`src/rtl/stopwatch_controller_pkg.sv`:
```
// Shared types and digit limits for the MM:SS stopwatch controller.
package stopwatch_controller_pkg;

  typedef enum logic [1:0] {
    ST_IDLE    = 2'd0,
    ST_RUNNING = 2'd1,
    ST_RESTART = 2'd2,
    ST_PAUSED  = 2'd3
  } sw_state_t;

  localparam int SEC_TENS_MAX = 5;
  localparam int MIN_TENS_MAX = 5;
  localparam int BCD_MAX      = 9;

endpackage

```
`src/rtl/bcd_digit_counter.sv`:
```
// One wrapping digit of the MM:SS chain; carry is combinational so a whole
// chain ripples within one cycle, while the digit value itself is registered.
module bcd_digit_counter #(
  parameter int MAX = 9,
  parameter int W   = 4
) (
  input  logic         clock,
  input  logic         reset,
  input  logic         inc,
  input  logic         clr,
  output logic [W-1:0] value,
  output logic         carry
);

  logic [W-1:0] value_q, value_d;

  assign carry = inc && (value_q == W'(MAX));
  assign value = value_q;

  // Next digit: clear wins, otherwise step and wrap at MAX.
  always_comb begin
    value_d = value_q;
    if (clr)
      value_d = '0;
    else if (inc)
      value_d = (value_q == W'(MAX)) ? '0 : value_q + 1'b1;
  end

  // Digit register.
  always_ff @(posedge clock or negedge reset) begin
    if (!reset) value_q <= '0;
    else        value_q <= value_d;
  end

endmodule

```
`src/rtl/stopwatch_controller.sv`:
```
// Stopwatch FSM: counts timer markers as BCD MM:SS and restarts the
// saturating one-second timer after each marker it consumes.
module stopwatch_controller
  import stopwatch_controller_pkg::*;
#(
  parameter bit WRAP_ENABLE = 1'b1
) (
  input  logic       clock,
  input  logic       reset,
  input  logic       startStop,
  input  logic       clear,
  input  logic       secondMarker,
  output logic       timerReset,
  output logic       timerEnable,
  output logic [3:0] secOnes,
  output logic [2:0] secTens,
  output logic [3:0] minOnes,
  output logic [2:0] minTens,
  output logic       running,
  output logic       tick,
  output logic       rollover
);

  sw_state_t state_q, state_d;
  logic stop_pend_q, stop_pend_d;
  logic timer_rst_q, timer_rst_d;
  logic timer_en_q, timer_en_d;
  logic running_q, running_d;
  logic tick_q, tick_d;
  logic rollover_q, rollover_d;

  logic count_ev, at_max, saturate, inc_so;
  logic c_so, c_st, c_mo, c_mt;

  // A marker only counts while RUNNING; in RESTART it is the stale high
  // level of the saturated timer and must be ignored.
  assign count_ev = (state_q == ST_RUNNING) && secondMarker && !clear;
  assign at_max   = (secOnes == 4'(BCD_MAX)) && (secTens == 3'(SEC_TENS_MAX)) &&
                    (minOnes == 4'(BCD_MAX)) && (minTens == 3'(MIN_TENS_MAX));
  assign saturate = count_ev && at_max && !WRAP_ENABLE;
  assign inc_so   = count_ev && !saturate;

  bcd_digit_counter #(.MAX(BCD_MAX), .W(4)) u_sec_ones (
    .clock(clock), .reset(reset), .inc(inc_so), .clr(clear), .value(secOnes), .carry(c_so));
  bcd_digit_counter #(.MAX(SEC_TENS_MAX), .W(3)) u_sec_tens (
    .clock(clock), .reset(reset), .inc(c_so), .clr(clear), .value(secTens), .carry(c_st));
  bcd_digit_counter #(.MAX(BCD_MAX), .W(4)) u_min_ones (
    .clock(clock), .reset(reset), .inc(c_st), .clr(clear), .value(minOnes), .carry(c_mo));
  bcd_digit_counter #(.MAX(MIN_TENS_MAX), .W(3)) u_min_tens (
    .clock(clock), .reset(reset), .inc(c_mo), .clr(clear), .value(minTens), .carry(c_mt));

  // Next state plus outputs decoded from the next state so they land registered.
  always_comb begin
    state_d     = state_q;
    stop_pend_d = stop_pend_q;
    if (clear) begin
      state_d     = ST_IDLE;
      stop_pend_d = 1'b0;
    end else begin
      case (state_q)
        ST_IDLE:    if (startStop) state_d = ST_RUNNING;
        ST_RUNNING: begin
          if (secondMarker) begin
            // A stop arriving with the marker still lets RESTART run first.
            state_d     = saturate ? ST_PAUSED : ST_RESTART;
            stop_pend_d = startStop && !saturate;
          end else if (startStop) begin
            state_d = ST_PAUSED;
          end
        end
        ST_RESTART: begin
          state_d     = (stop_pend_q || startStop) ? ST_PAUSED : ST_RUNNING;
          stop_pend_d = 1'b0;
        end
        ST_PAUSED:  if (startStop) state_d = ST_RUNNING;
        default:    state_d = ST_IDLE;
      endcase
    end
    timer_rst_d = (state_d == ST_IDLE) || (state_d == ST_RESTART);
    timer_en_d  = (state_d == ST_RUNNING);
    running_d   = (state_d == ST_RUNNING) || (state_d == ST_RESTART);
    tick_d      = inc_so;
    rollover_d  = c_mt;
  end

  // State and registered outputs.
  always_ff @(posedge clock or negedge reset) begin
    if (!reset) begin
      state_q     <= ST_IDLE;
      stop_pend_q <= 1'b0;
      timer_rst_q <= 1'b1;
      timer_en_q  <= 1'b0;
      running_q   <= 1'b0;
      tick_q      <= 1'b0;
      rollover_q  <= 1'b0;
    end else begin
      state_q     <= state_d;
      stop_pend_q <= stop_pend_d;
      timer_rst_q <= timer_rst_d;
      timer_en_q  <= timer_en_d;
      running_q   <= running_d;
      tick_q      <= tick_d;
      rollover_q  <= rollover_d;
    end
  end

  assign timerReset  = timer_rst_q;
  assign timerEnable = timer_en_q;
  assign running     = running_q;
  assign tick        = tick_q;
  assign rollover    = rollover_q;

endmodule

```
`config.mk`:
```
export PLATFORM = sky130hd
export DESIGN_NAME = stopwatch_controller
export DESIGN_NICKNAME = d
export VERILOG_FILES = /design/src/rtl/stopwatch_controller_pkg.sv /design/src/rtl/bcd_digit_counter.sv /design/src/rtl/stopwatch_controller.sv
export SDC_FILE = /design/constraint.sdc
export NUM_CORES = 1
export LEC_CHECK = 0
export ABC_AREA = 0
export ABC_CLOCK_PERIOD_IN_PS = 4400
export CAP_MARGIN = 20
export CORE_MARGIN = 1
export CORE_UTILIZATION = 52
export CTS_CLUSTER_DIAMETER = 120
export DETAILED_ROUTE_END_ITERATION = 6
export HOLD_SLACK_MARGIN = 0.15
export PLACE_DENSITY = 0.9
export SLEW_MARGIN = 0
export SYNTH_ARGS = -nofsm -noshare
export SYNTH_HDL_FRONTEND = slang
export SYNTH_SLANG_ARGS = --single-unit
export TNS_END_PERCENT = 20
```
`constraint.sdc`:
```
create_clock -name clock -period 4.4 [get_ports clock]
set_input_delay 0.88 -clock clock [delete_from_list [all_inputs] [get_ports clock]]
set_output_delay 0.88 -clock clock [all_outputs]
set_load 0.02 [all_outputs]
```
# Yosys cells after proc, flatten, opt, wreduce, memory -nomap -nowiden
# Cells that the tools add are included.
# op_classes
addsub,4
multipliers,0
div_mod_pow,0
n_lt_le_gt_ge,0
eq_ne,10
n_shift,0
muxes,21
bitwise,0
n_reduce_logical,19
# ops
operator,count
$mux 4,6
$mux 3,6
$mux 2,5
$add 4x1->4 const B,2
$eq 4x4->1 const B,2
$reduce_bool 2->1,4
$add 3x1->3 const B,2
$eq 2x2->1 const B,3
$eq 3x3->1 const B,2
$logic_and 1x1->1,6
$pmux 2 s3,1
$eq 2x1->1 const B,2
$logic_not 2->1,2
$logic_or 1x1->1,3
$ne 3x3->1 const B,1
$reduce_bool 3->1,1
$mux 1,2
$pmux 1 s2,1
$reduce_and 2->1,1
$reduce_or 2->1,1
$logic_not 1->1,1
# totals
reg_bits,22
latchBits,0
ram_bits,0
mem_bits_ro,0
input_bits,5
mem_count,0

# Logic depth before layout (Yosys ltp)
# Gate-level depths: netlist of the first run.
# depth
ltp_word,8
depth_mapped,8
ltp_nobuf,7

# Cells and area by module
# Synthesis of the first run repeated with hierarchy kept, for this count alone.
# unflattened
cells_unflattened,108
hier_area_um2,1139.8
# modules_own_cells
mod,n_inst,cells_per_inst,area_per_inst_um2,seq_area_each_um2
bcd_digit_counter at u_min_ones ...,2,26,241.5,100.1
stopwatch_controller,1,32,359.1,201.4
bcd_digit_counter at u_min_tens ...,2,12,148.9,75.1

# Least setup slack after synthesis of the first run
# OpenSTA, ideal clock, no wires.
# synth_timing
path_type,input to register
start,input port clear
end,"register running_q, in the netlist running"
setup_ps,113
arrival_time_ps,1815
t_required_ps,4287
setup_slack_ps,2473
stages,5
path_buffers,2
path_cell_list,clkbuf_1 > buf_1 > a21oi_1 > ha_1 > inv_1
# synth_via
elab_chain_cells,3
word_cells_on_any_way,4
# synth_rtl
item,line_no,rtl
start: declaration,stopwatch_controller.sv:11,"input logic clear,"
$mux 2 *,stopwatch_controller.sv:56,if (clear) begin
net state_d[0],stopwatch_controller.sv:24,"sw_state_t state_q, state_d;"
$eq 2x1->1 or $eq 2x2->1 (tied branches),stopwatch_controller.sv:81,running_d = (state_d == ST_RUNNING) || (state_d == ST_RESTART);
$logic_or 1x1->1 *,stopwatch_controller.sv:81,
net running_d,stopwatch_controller.sv:28,"logic running_q, running_d;"
end signal: assignment,stopwatch_controller.sv:101,running_q <= running_d;
end: declaration,stopwatch_controller.sv:28,
# Mark *: on every way through the listed nets, which the timed path passes. The rest lies on a longest branch.
# A chain may end at the register's enable or synchronous reset.

# Worst setup path after layout of the first run
# layout_timing
start,"register timer_rst_q, in the netlist timerReset"
end,output port timerReset
# layout_rtl
item,line_no,rtl
start: declaration,stopwatch_controller.sv:26,"logic timer_rst_q, timer_rst_d;"
start signal: assignment,stopwatch_controller.sv:99,timer_rst_q <= timer_rst_d;
end: declaration,stopwatch_controller.sv:13,"output logic timerReset,"
# No word-level cell between the ends.

==> flow_summary.ini, run 1 <==
[run_status]
outcome = complete, no violations

[yosys]
ys_ff_latch = 22
ys_seq_area_frac = 0.457
synthSimpleGateAreaFrac = 0.229
synth-compound-area-share = 0.171
netlist.area_leader.share = 0.435
yosys-top-cells-area = dfrtp_1, ha_1, a21oi_1
syn_avg_cell_area_um2 = 10.3
synth_nets = 129
ys.flop_type = dfrtp_1
synth_mux_area_frac = 0.0249
yosysWarnings = 0
synthesis.area_mm2 = 0.00121
synthDistinctLibCells = 42
async_flop_share = 1.00
synth-adder-area-share = 0.0725
synth_top_family_by_area = simple AND/OR/NAND/NOR gates
synth_top_cell_by_area = dfrtp_1
synth_xor_area_frac = 0
synthCells = 117
synth_edf_count = 0

[worst_setup_path]
max_stage_delay_ns = 0.59
path_class = reg -> out
worstPathArrival_ns = 1.42
cp.required_ns = 3.52
critPathBufInv = 1
crit_chain = clkdlybuf4s50_1
slowest_stage = clkdlybuf4s50_1
cp_max_fo = 1
cp_top_family = buffers and inverters
reg2reg_from = state_q[0]
cp-end-kind = output pin
reg2regPathDepth = 6
cp-start-kind = register
cp_num_cells = 1
setup.worst_path.start = timerReset
r2r_setup_slack_ns = 2.51

[power_and_ir_drop]
clkPwrFrac = 0.202
p_comb_frac = 0.328
switching_power_mw = 0.166
max-vdd-ir-drop_mv = 0.320
leakage_nw = 0.648
power-per-cell-area_mw_per_mm2 = 354
switching_share = 0.317
p_seq_frac = 0.470
p_int_mw = 0.357

[flow_run]
drv_cap = 0

[sta]
drv_slew = 0
finalSetupViolCount = 0
skew_ns = 0.00656
hold_violations = 0
fin_crit_sh = 0.522
setup-tns-final_ns = 0
rsz0062_at_grt = no
clock.fmax_mhz = 435
period_minus_slack_ns = 2.30
worstMarginPinSlew_ns = 0.949
timing.hold.ws_ns = 0.496
maxSlewHeadroom = 0.365

[hold_path]
min_from = u_min_tens.value[1]
hp-class = reg -> reg
whs_path_depth = 1

[cts]
htreeDepth = 1
clock_latency_ns = 0.29
cts_setup_buffers = 0
clockBufferDepth = 2
hold_buffers = 0
cts.sinks = 22
cts_root_buffer = clkbuf_4
clk_pin_slew_ns = 0.12
cts_tree = yes
cts_resized = 0
cts_buffers = 3

[global_route]
first_global_vias = 922
grt_overflow = 0
grt_max_degree = 23
grt_pass1_wl_mm = 4.01
grt_usage = 0.212
grt_antenna_before_repair = 0

[place]
gp_congestion = 0.819
port_buffers = 23
place_hpwl_mm = 1.75

[floorplan]
num_rows = 17
io_pins = 24
initial_core_util = 0.551
coreArea_mm2 = 0.00219
fp.dieH_um = 50.2
dieArea_mm2 = 0.00252
die_w_um = 50.2

[route]
totalWireLength_mm = 2.37
ant_nets = 0
drc = 0
viasPerCell = 5.77
dr.first_iter.drc_count = 12
wl_per_cell_um = 14.2
drt_pass1_iterations = 4
vias = 958

[finish]
antenna_cells = 0
area_growth_pct = 22.3
drive_above_1_share = 0.0797
num-nets-final = 151
## registers in the layout, summed over array words and instances (netlist names)
name              count
tick                  1
rollover              1
u_sec_ones.value      4
running               1
u_sec_tens.value      3
timerReset            1
u_min_ones.value      4
timerEnable           1
state_q               2
stop_pend_q           1
u_min_tens.value      3
## layer usage
metal | wire length, um | vias up | track usage
met5 | 0 | - | 0
met1 | 1080 | 464 | 0.259
li1 | - | 473 | -
met2 | 1190 | 17 | 0.367
met3 | 58 | 4 | 0.0364
met4 | 33 | 0 | 0.0857
## synth_stat cells (2+ instances only)
cell	instances
nand4_1	2
a21oi_1	14
o21bai_1	2
nand2_1	5
inv_1	6
or3_1	2
o41ai_1	2
o31ai_1	2
o21ai_0	5
and4b_1	2
nor2_1	3
mux2i_1	3
nor2b_1	2
dfrtp_1	21
ha_1	7
buf_2	2
nand4b_1	3
nand3_1	2
buf_4	2
nand3b_1	4
a21o_1	2
nand2b_1	4
## worst paths after layout
| path | endpoint |
|---|---|
| worst max-delay path | timerReset |
| worst min-delay path | rollover |
| worst max register to register | running |
| worst min register to register | rollover |
| max in group asynchronous | u_sec_ones.value[2] |
| min in group asynchronous | stop_pend_q |
## metrics by stage
| stage | std cells | power, mW | instance area, um2 | setup slack, ns | utilization |
|---|---|---|---|---|---|
| CTS | 166 | 0.528 | 1480 | 2.09 | 0.674 |
| global placement | 162 | 0.413 | 1440 | 1.93 | 0.657 |
| floorplan | 117 | 0.363 | 1210 | 2.47 | - |
| global route | 166 | 0.556 | 1480 | 2.05 | 0.674 |
| finish | 166 | 0.523 | 1480 | 2.10 | 0.674 |
| detailed placement | 162 | 0.422 | 1440 | 1.86 | 0.657 |
## area by class of cell
type,count,area [um2]
flip-flops and latches,22,552
inverters,6,22.5
repair buffers,23,230
well taps,28,35.0
multi-input cells,83,601
clock buffers,4,36.3
fillers,176,714
## kinds of logic (layout without fill, tap and decap cells)
group | Yosys count | after routing
AOI/OAI and AO/OA | 33 | 33
adders and majority gates | 7 | 7
buffers and inverters | 12 | 33
DFF | 22 | 22
muxes | 3 | 3
and+or+nand+nor | 40 | 40
## layout by cell type, fill, tap and decap left out, types with 2 or more instances in the layout
cell	netlist	routed
nand2_1	5	5
o31ai_1	2	2
dfrtp_1	21	21
a21o_1	2	2
nand4b_1	3	3
inv_1	6	6
and4b_1	2	2
nand4_1	2	2
o21bai_1	2	2
clkdlybuf4s50_1	0	23
o21ai_0	5	5
nor2b_1	2	2
nand3_1	2	2
ha_1	7	7
nand3b_1	4	4
mux2i_1	3	3
nand2b_1	4	4
clkbuf_4	0	3
or3_1	2	2
nor2_1	3	3
o41ai_1	2	2
a21oi_1	14	14
## power groups by stage
stage                     Combinational [mW]  Clock (mW)  Sequential (mW)
after floorplan                       0.0962           0            0.267
after global placement                 0.165           0            0.248
after detailed placement               0.172           0            0.250
after CTS                              0.173       0.109            0.246
after global routing                   0.189       0.118            0.250
final                                  0.171       0.106            0.246
Power figures use the tool's default switching activity.
==> run 2, diff against run 1 <==
- ABC_CLOCK_PERIOD_IN_PS: 4400 -> 2400
- CORE_UTILIZATION: 52 -> 50
- PLACE_DENSITY: 0.9 -> 0.88
- clock period: 4.4 -> 2.4 ns (I/O delays scaled with it)
==> flow_summary.ini, run 2 (synthesis gave the netlist of run 1 again) <==
[run_status]
outcome = complete, no violations

[route]
viasPerCell = 5.83
drc = 0
vias = 985
drt_pass1_iterations = 4
wl_per_cell_um = 14.5
dr.first_iter.drc_count = 13
totalWireLength_mm = 2.45
ant_nets = 0

[worst_setup_path]
cp-start-kind = register
crit_top_cell = ha_1
cp.required_ns = 2.65
crit_chain = ha_1 -> and2_2 -> o32ai_1 -> a21o_1 -> ha_1 -> inv_1
max_stage_delay_ns = 0.43
cp_max_fo = 11
path_class = reg -> reg
slowest_stage = dfrtp_1
worstPathArrival_ns = 2.17
cp-end-kind = register

[floorplan]
die_w_um = 51.1
io_pins = 24
initial_core_util = 0.536
coreArea_mm2 = 0.00225
num_rows = 17
fp.dieH_um = 51.1
dieArea_mm2 = 0.00262

[cts]
cts_buffers = 3
cts.sinks = 22
cts_setup_buffers = 0
clk_pin_slew_ns = 0.11
clock_latency_ns = 0.30
htreeDepth = 1
cts_root_buffer = clkbuf_4
cts_resized = 0
hold_buffers = 0
clockBufferDepth = 2
cts_tree = yes

[finish]
drive_above_1_share = 0.0922
area_growth_pct = 23.3
final_cell_mix = clkdlybuf4s50_1, dfrtp_1, a21oi_1, ha_1, inv_1
antenna_cells = 0
fillers = 184
layout_commonest_cell = clkdlybuf4s50_1
finalInstanceArea_mm2 = 0.00149
num-nets-final = 154

[power_and_ir_drop]
leakage_nw = 0.656
power_mw = 0.940
max-vdd-ir-drop_mv = 0.455
power-per-cell-area_mw_per_mm2 = 631

[place]
place_area_mm2 = 0.00146
gp_congestion = 0.901
port_buffers = 23
post-place-ws_ns = 0.266
place_hpwl_mm = 1.83

[sta]
drv_slew = 0
finalSetupViolCount = 0
hold_violations = 0
skew_ns = 0.00637
rsz0062_at_grt = no
clock.fmax_mhz = 520
setup-tns-final_ns = 0
worstMarginPinSlew_ns = 0.483
fin_crit_sh = 0.802
setup_slack_ns = 0.476
period_minus_slack_ns = 1.92
maxSlewHeadroom = 0.677

[global_route]
grt_pass1_wl_mm = 4.30
grt_max_degree = 16
grt_antenna_before_repair = 0
grt_usage = 0.220
grt_overflow = 0
first_global_vias = 984

[hold_path]
hp-class = in -> async

[flow_run]
drv_cap = 0
[run 2: cell count changes in the layout (fill, tap and decap cells not counted), sizes merged]
cell / before / now
buf: 0 / 3
[run 2: cell type report]
cell class / instances / area, um2 / area share
clock buffers: 4 / 26.3 / 0.0176
inverters: 6 / 22.5 / 0.0151
multi-input cells: 83 / 601 / 0.403
flip-flops and latches: 22 / 552 / 0.371
well taps: 28 / 35.0 / 0.0235
repair buffers: 26 / 253 / 0.170
[run 2: stage by stage]
step / util / hold WS, ns / instances
CTS: 0.660 / 0.469 / 169
global route: 0.660 / 0.471 / 169
detailed placement: 0.649 / 0.490 / 165
global placement: 0.649 / 0.468 / 165
finish: 0.660 / 0.465 / 169
floorplan: - / 0.184 / 117
[run 2: critical path, delay by kind of cell, from the launching register on]
family	cells	cell delay, ns
buffers and inverters	1	0.05
DFF	1	0.43
AOI/OAI and AO/OA	2	0.54
adders and majority gates	2	0.57
and+or+nand+nor	1	0.29
[run 2: worst paths after layout]
path	startpoint	slack (ns)	cells after the start	endpoint
min in group clock	u_min_tens.value[1]	0.51	1	rollover
setup / recovery	state_q[0]	0.48	6	running
hold reg to reg	u_min_tens.value[1]	0.51	1	rollover
hold / removal	reset	0.47	1	running
setup reg to reg	state_q[0]	0.48	6	running
max in group asynchronous	reset	1.40	2	u_sec_ones.value[0]
[run 2: where the power goes]
part	internal, mW	total [mW]	switching (mW)
Sequential	0.421	0.450	0.0287
Combinational	0.143	0.319	0.175
Clock	0.0647	0.171	0.106
Total	0.629	0.940	0.311
[run 2: routing by layer]
metal,part of all wire,GRT usage,routed length (um),up-vias
li1,-,-,-,474
met1,0.47,0.287,1140,479
met2,0.48,0.362,1170,28
met3,0.041,0.0417,101,4
met4,0.011,0.0787,28,0
met5,0,0,0,-
